`src/rtl/signed_addsub_chunked.sv`:
```
// Signed adder/subtractor that ripples CHUNK bits per cycle through a registered
// carry, with overflow detection, optional saturation and a sticky overflow flag.
module signed_addsub_chunked #(
  parameter int unsigned WIDTH = 16,
  parameter int unsigned CHUNK = 4
) (
  input  logic             clk,
  input  logic             rst,
  input  logic             in_valid,
  output logic             in_ready,
  input  logic [WIDTH-1:0] a,
  input  logic [WIDTH-1:0] b,
  input  logic             sub,
  input  logic             sat,
  output logic             out_valid,
  input  logic             out_ready,
  output logic [WIDTH-1:0] s,
  output logic             cout,
  output logic             ov,
  output logic             ov_sticky,
  input  logic             ov_clr
);

  localparam int unsigned N    = WIDTH / CHUNK;
  localparam int unsigned IDXW = (N > 1) ? $clog2(N) : 1;
  localparam int unsigned CW   = CHUNK + 1;

  if ((WIDTH < 2) || (CHUNK == 0) || ((WIDTH % CHUNK) != 0)) begin : g_bad_params
    $error("signed_addsub_chunked: WIDTH must be >= 2 and a multiple of CHUNK");
  end

  typedef enum logic [1:0] {
    IDLE = 2'd0,
    CALC = 2'd1,
    DONE = 2'd2
  } state_t;

  state_t            state;
  state_t            state_nxt;
  logic [WIDTH-1:0]  a_q;
  logic [WIDTH-1:0]  b_q;
  logic [WIDTH-1:0]  res_q;
  logic              sat_q;
  logic              sign_a_q;
  logic              carry_q;
  logic [IDXW-1:0]   idx;

  logic              accept_c;
  logic              last_c;
  logic [CHUNK-1:0]  chunk_a_c;
  logic [CHUNK-1:0]  chunk_b_c;
  logic [CW-1:0]     chunk_sum_c;
  logic [WIDTH-1:0]  raw_c;
  logic [WIDTH-1:0]  sat_val_c;
  logic              ov_c;

  // One chunk of the ripple add, plus the full-width result on the final chunk
  always_comb begin
    accept_c    = (state == IDLE) && in_valid;
    last_c      = (state == CALC) && (idx == IDXW'(N - 1));
    chunk_a_c   = a_q[idx*CHUNK +: CHUNK];
    chunk_b_c   = b_q[idx*CHUNK +: CHUNK];
    chunk_sum_c = {1'b0, chunk_a_c} + {1'b0, chunk_b_c} + CW'(carry_q);
    raw_c       = res_q;
    raw_c[WIDTH-1 -: CHUNK] = chunk_sum_c[CHUNK-1:0];
    // Same-sign operands giving a different-sign sum == carry-in(MSB) xor carry-out
    ov_c        = (sign_a_q == b_q[WIDTH-1]) && (chunk_sum_c[CHUNK-1] != sign_a_q);
    sat_val_c   = sign_a_q ? {1'b1, {(WIDTH-1){1'b0}}} : {1'b0, {(WIDTH-1){1'b1}}};
  end

  always_comb begin
    state_nxt = state;
    case (state)
      IDLE:    if (in_valid)  state_nxt = CALC;
      CALC:    if (last_c)    state_nxt = DONE;
      DONE:    if (out_ready) state_nxt = IDLE;
      default:                state_nxt = IDLE;
    endcase
  end

  always_ff @(posedge clk) begin
    if (rst) begin
      state     <= IDLE;
      in_ready  <= 1'b1;
      out_valid <= 1'b0;
    end else begin
      state     <= state_nxt;
      in_ready  <= (state_nxt == IDLE);
      out_valid <= (state_nxt == DONE);
    end
  end

  always_ff @(posedge clk) begin
    if (rst) begin
      a_q       <= '0;
      b_q       <= '0;
      res_q     <= '0;
      sat_q     <= 1'b0;
      sign_a_q  <= 1'b0;
      carry_q   <= 1'b0;
      idx       <= '0;
      s         <= '0;
      cout      <= 1'b0;
      ov        <= 1'b0;
      ov_sticky <= 1'b0;
    end else begin
      if (accept_c) begin
        a_q      <= a;
        b_q      <= sub ? ~b : b;
        sat_q    <= sat;
        sign_a_q <= a[WIDTH-1];
        carry_q  <= sub;
        idx      <= '0;
      end else if (state == CALC) begin
        res_q[idx*CHUNK +: CHUNK] <= chunk_sum_c[CHUNK-1:0];
        carry_q <= chunk_sum_c[CHUNK];
        idx     <= idx + IDXW'(1);
        if (last_c) begin
          s    <= (sat_q && ov_c) ? sat_val_c : raw_c;
          cout <= chunk_sum_c[CHUNK];
          ov   <= ov_c;
        end
      end
      // A new overflow outranks a clear arriving on the same edge
      if (last_c && ov_c) begin
        ov_sticky <= 1'b1;
      end else if (ov_clr) begin
        ov_sticky <= 1'b0;
      end
    end
  end

endmodule

```
`config.mk`:
```
export PLATFORM = sky130hd
export DESIGN_NAME = signed_addsub_chunked
export DESIGN_NICKNAME = d
export VERILOG_FILES = /design/src/rtl/signed_addsub_chunked.sv
export SDC_FILE = /design/constraint.sdc
export NUM_CORES = 1
export LEC_CHECK = 0
export ABC_AREA = 0
export CAP_MARGIN = 5
export CORE_MARGIN = 2
export CORE_UTILIZATION = 55
export CTS_BUF_LIST = sky130_fd_sc_hd__clkbuf_2 sky130_fd_sc_hd__clkbuf_4 sky130_fd_sc_hd__clkbuf_8
export DETAILED_ROUTE_END_ITERATION = 8
export GPL_TIMING_DRIVEN = 0
export PLACE_DENSITY = 0.79
export SETUP_SLACK_MARGIN = 0.1
export SLEW_MARGIN = 20
export SYNTH_ARGS = -nofsm -noshare
export SYNTH_HDL_FRONTEND = slang
export SYNTH_SLANG_ARGS = --single-unit
```
`constraint.sdc`:
```
create_clock -name clk -period 7.8 [get_ports clk]
set_clock_uncertainty 0.1 [all_clocks]
set_input_delay 1.95 -clock clk [delete_from_list [all_inputs] [get_ports clk]]
set_output_delay 1.95 -clock clk [all_outputs]
set_load 0.005 [all_outputs]
```
# After elaboration in Yosys (flattened, before gate mapping)
# Cells that the tools add are included.
# W data, S select, Z words.
[word_totals]
regBits = 76
inputBits = 39
output_inout_bits = 21
word_cells = 54
[classes]
add_sub_neg = 4
eq_ne = 6
shift = 4
n_mux = 12
n_bitwise = 2
reduce_logical = 12
[op_table]
columns = ["cell", "n"]
rows = [
  ["$mux W16", 3],
  ["$neg A4 Y34", 1],
  ["$shift A4 B34 Y16 const A", 1],
  ["$shiftx A4 B34 Y16", 1],
  ["$shiftx A16 B5 Y4", 2],
  ["$bwmux W16", 1],
  ["$not A16 Y16", 1],
  ["$eq A2 B2 Y1 const B", 3],
  ["$mux W2", 3],
  ["$pmux W2 S3", 1],
  ["$add A4 B4 Y5", 1],
  ["$add A5 B1 Y5", 1],
  ["$logic_and A1 B1 Y1", 5],
  ["$logic_not A2 Y1", 2],
  ["$mux W1", 4],
  ["$reduce_bool A2 Y1", 2],
  ["$reduce_and A3 Y1", 1],
  ["$add A2 B1 Y2 const B", 1],
  ["$eq A2 B1 Y1 const B", 1],
  ["$reduce_and A2 Y1", 1],
  ["$reduce_or A2 Y1", 1],
  ["$eq A1 B1 Y1", 1],
  ["$ne A1 B1 Y1", 1],
  ["$not A1 Y1", 1],
]

# Logic depth before layout (Yosys ltp)
[depth]
ltp_word = 7
depth_mapped = 9
ltp_nobuf = 8

# Worst setup path after synthesis
# Ideal clock, no wire load.
[synth_timing]
kind = "input-to-reg"
from = "input in_valid"
to = "register a_q[10]"
setup_time_ps = 132
arrival_ps = 2889
required_ps = 7568
path_slack_ps = 4679
stages = 5
path_buffers = 2
cell_sequence = "or3b_2 -> clkbuf_1 -> clkbuf_1 -> nand2_1 -> a21oi_1"
[synth_between]
elab_chain_cells = 1
[synth_rtl]
columns = ["item", "line_no", "text"]
rows = [
  ["from (decl)", "9", "input logic in_valid,"],
  ["$logic_and A1 B1 Y1", "59", "accept_c = (state == IDLE) && in_valid;"],
  ["to (signal assigned)", "95", "a_q <= '0;"],
  ["to (signal assigned)", "108", "a_q <= a;"],
  ["to (decl)", "40", "logic [WIDTH-1:0] a_q;"],
]
# Every way passes these cells.
# A chain may end at the register's enable or synchronous reset.

# Worst setup path after layout
[layout_timing]
from = "input rst"
to = "register out_valid"
[layout_rtl]
columns = ["item", "line_no", "text"]
rows = [
  ["from (decl)", "8", "input logic rst,"],
  ["to (signal assigned)", "89", "out_valid <= (state_nxt == DONE);"],
  ["to (decl)", "15", "output logic out_valid,"],
]
# No word-level cell between the ends.

==> impl_metrics.yaml <==
critical_path:
  r2r_cells: 8
  cp_slowest_stage_delay_ps: 630
  cp_top_family: "buffers and inverters"
  end_kind: "flip-flop"
  cp.depth: 4
  critPathArrivalTime_ps: 3640
  criticalPathCategory: "in2reg"
  crit_path_start: "rst"
  cp_max_fo: 10
  cp_common_cell: "clkbuf_1"
  r2r_end: "s[6]"
  startpoint_type: "input pin"
  regToRegSetupSlack_ps: 4400
  crit_required_ps: 7920
  path_cells: "clkdlybuf4s50_1 -> clkbuf_1 -> clkbuf_1 -> a21oi_1"
  path_buf_inv: 3
  crit_slowest_cell: "clkdlybuf4s50_1"
  r2r-start: "idx[0]"
sta:
  max-slew-margin-rel: 0.620
  finalSetupTns_ps: 0
  max_freq_mhz: 284
  slew_viol_final: 0
  setup_ws_ps: 4280
  period_needed_ps: 3520
  period_share: 0.452
  finalSetupViolCount: 0
  tightest_slew_ps: 567
  rsz0062_at_grt: "false"
  final_hold_viol_count: 0
synth:
  synth-edff-count: 0
  ys.flop_type: "dfxtp_1"
  synthCells: 341
  netlist_top_cells_area: "dfxtp_1 43%, mux4_2 5.4%, nand2_1 5.4%"
  ys_async_sr_fraction: 0
  ys_types: 52
  synth_top_area_share: 0.428
  synth_nets: 390
  yosys.area.top_type: "dfxtp_1"
  netlist_area_um2: 3320
  yosysSeqAreaShare: 0.428
  ys_ff_latch: 71
  ys_warn_count: 0
  syn_avg_cell_area_um2: 9.73
drt:
  dr.pass1.iters: 4
  routed_wl_um: 7580
  drc: 0
  vias: 2755
  wl_per_cell_um: 15.5
  route.met3.wl_um: 328
  met2WireLength_um: 3700
  drt-met1-wl_um: 3350
  drtIter0Drc: 159
  drtAntennaViolNets: 0
  highest_layer: "met4"
  vias_per_cell: 5.62
finish:
  nNetsFinal: 459
  area_growth_syn_to_layout_pct: 27.7
  n_fill_cell: 461
  antennaDiodeCount: 0
  regArea_um2: 1420
  layout-drive-gt1-share: 0.130
  multi_input_area_um2: 1740
clock_tree:
  cts_tree: "done"
  path_clk_slew_ps: 80
  ctsRootBufferMaster: "clkbuf_8"
  cts_setup_buffers: 0
  htreeDepth: 3
  cts.path.max_buffers: 2
  cts_sinks: 71
  clk_latency_ps: 360
  cts_resized: 0
  ctsHoldBuffers: 0
  numCtsBuffers: 9
floorplan:
  coreArea_um2: 5890
  rows: 28
  die_h_um: 81.7
  die_width_um: 81.7
  start_util: 0.564
  die_area_um2: 6670
  ios: 60
place:
  gp_congestion: 0.799
  hpwl_um: 5580
  pre_cts_ws_ps: 3950
  portBuffers: 58
worst_hold_path:
  min_to: "a_q[7]"
  min_path_type: "reg2reg"
  whs_path_depth: 2
  min_from: "a_q[7]"
power_and_ir_drop:
  vdd_drop_max_mv: 0.150
  leakage_nw: 1.50
  power_density_nw_per_um2: 209
global_routing:
  antenna_found_initial: 0
  first_global_vias: 2562
  grt_usage: 0.246
  grt_max_degree: 14
  grt_pass1_wl_um: 12300
  grt_overflow: 0
job:
  drv_cap: 0
run_status:
  status: "finished, final reports clean"
[report_power, final]
group | internal, mW | leakage (nW) | switching [mW]
registers | 0.379 | 0.580 | 0.00885
logic | 0.0634 | 0.802 | 0.0734
clock network | 0.213 | 0.120 | 0.149
total | 0.655 | 1.50 | 0.231
[final cells by class]
type,count,share of cell area
multi-input combinational,239,0.410
sequential,71,0.335
timing repair buffer,58,0.137
buffer,25,0.0322
clock buffer,9,0.0292
clock inverter,7,0.0283
tap,75,0.0221
inverter,6,0.00531
[per-layer routing]
metal / global-route usage / vias to the layer above
li1: - / 1359
met1: 0.296 / 1303
met2: 0.416 / 78
met3: 0.0593 / 15
met4: 0.113 / 0
met5: 0 / -
[logic make-up (layout without fill, tap and decap cells)]
| group | Yosys count | count (layout) | share of synthesized area |
|---|---|---|---|
| flip-flops | 71 | 71 | 0.428 |
| buffers and inverters | 31 | 105 | 0.0479 |
| AND/OR/NAND/NOR | 121 | 121 | 0.191 |
| multiplexers | 8 | 8 | 0.0543 |
| AO/OA/AOI/OAI | 82 | 82 | 0.188 |
| XOR/XNOR | 18 | 18 | 0.0475 |
| adder cells (fa/ha/maj) | 10 | 10 | 0.0422 |
[sequential cells by signal, summed over array words and instances, names as in the netlist]
name,flops
cout,1
idx,2
a_q,16
res_q,12
sat_q,1
carry_q,1
s,16
in_ready,1
out_valid,1
b_q,16
ov_sticky,1
ov,1
state,2
[cell usage in the layout (no fill, tap or decap), types with 7 or more instances in the layout]
cell and instances:
dfxtp_1 71, xnor2_1 18, nand2_1 48, clkdlybuf4s50_1 58
mux4_2 8, nor2_1 33, a221o_1 10, clkbuf_8 9
ha_1 8, nor3_1 7, clkbuf_1 15, a21oi_1 30
a211oi_1 16
[worst max path at each step]
stage and endpoint:
3_3_place_gp out_valid, 6_report out_valid, 4_1_cts a_q[13], 3_5_place_dp a_q[8], 5_1_grt a_q[8], 2_1_floorplan a_q[10]
[worst reg2reg max path, delay by kind of cell, from the launching register on]
family / cells / cell delay, ps
fa+ha+maj: 1 / 480
mux: 1 / 570
compound gates: 3 / 1040
flops: 1 / 420
simple gates: 1 / 130
buf+inv: 2 / 540
[through the flow]
stage	hold slack (ps)	std cells	total power [mW]	cell area (um2)	util
floorplan	332	341	0.485	3320	-
detailed placement	347	474	0.531	3990	0.679
CTS	358	490	0.887	4240	0.720
global route	385	490	0.920	4240	0.720
finish	357	490	0.887	4240	0.720
global placement	340	474	0.527	3990	0.679
[synthesized netlist by cell type, drive strengths merged (2+ instances only)]
cell type and number:
nand3b 3, inv 6, or3b 4, a211oi 17, nand3 2, nor2 33
ha 8, a221o 14, buf 10, nor3 9, nand2b 6, a22oi 6
nor2b 4, fa 2, or4 2, nand2 48, o21ai 2, o211ai 2
clkbuf 15, dfxtp 71, xnor2 18, mux4 8, a21oi 31, nor3b 2
a311oi 2
Power figures use the tool's default switching activity.
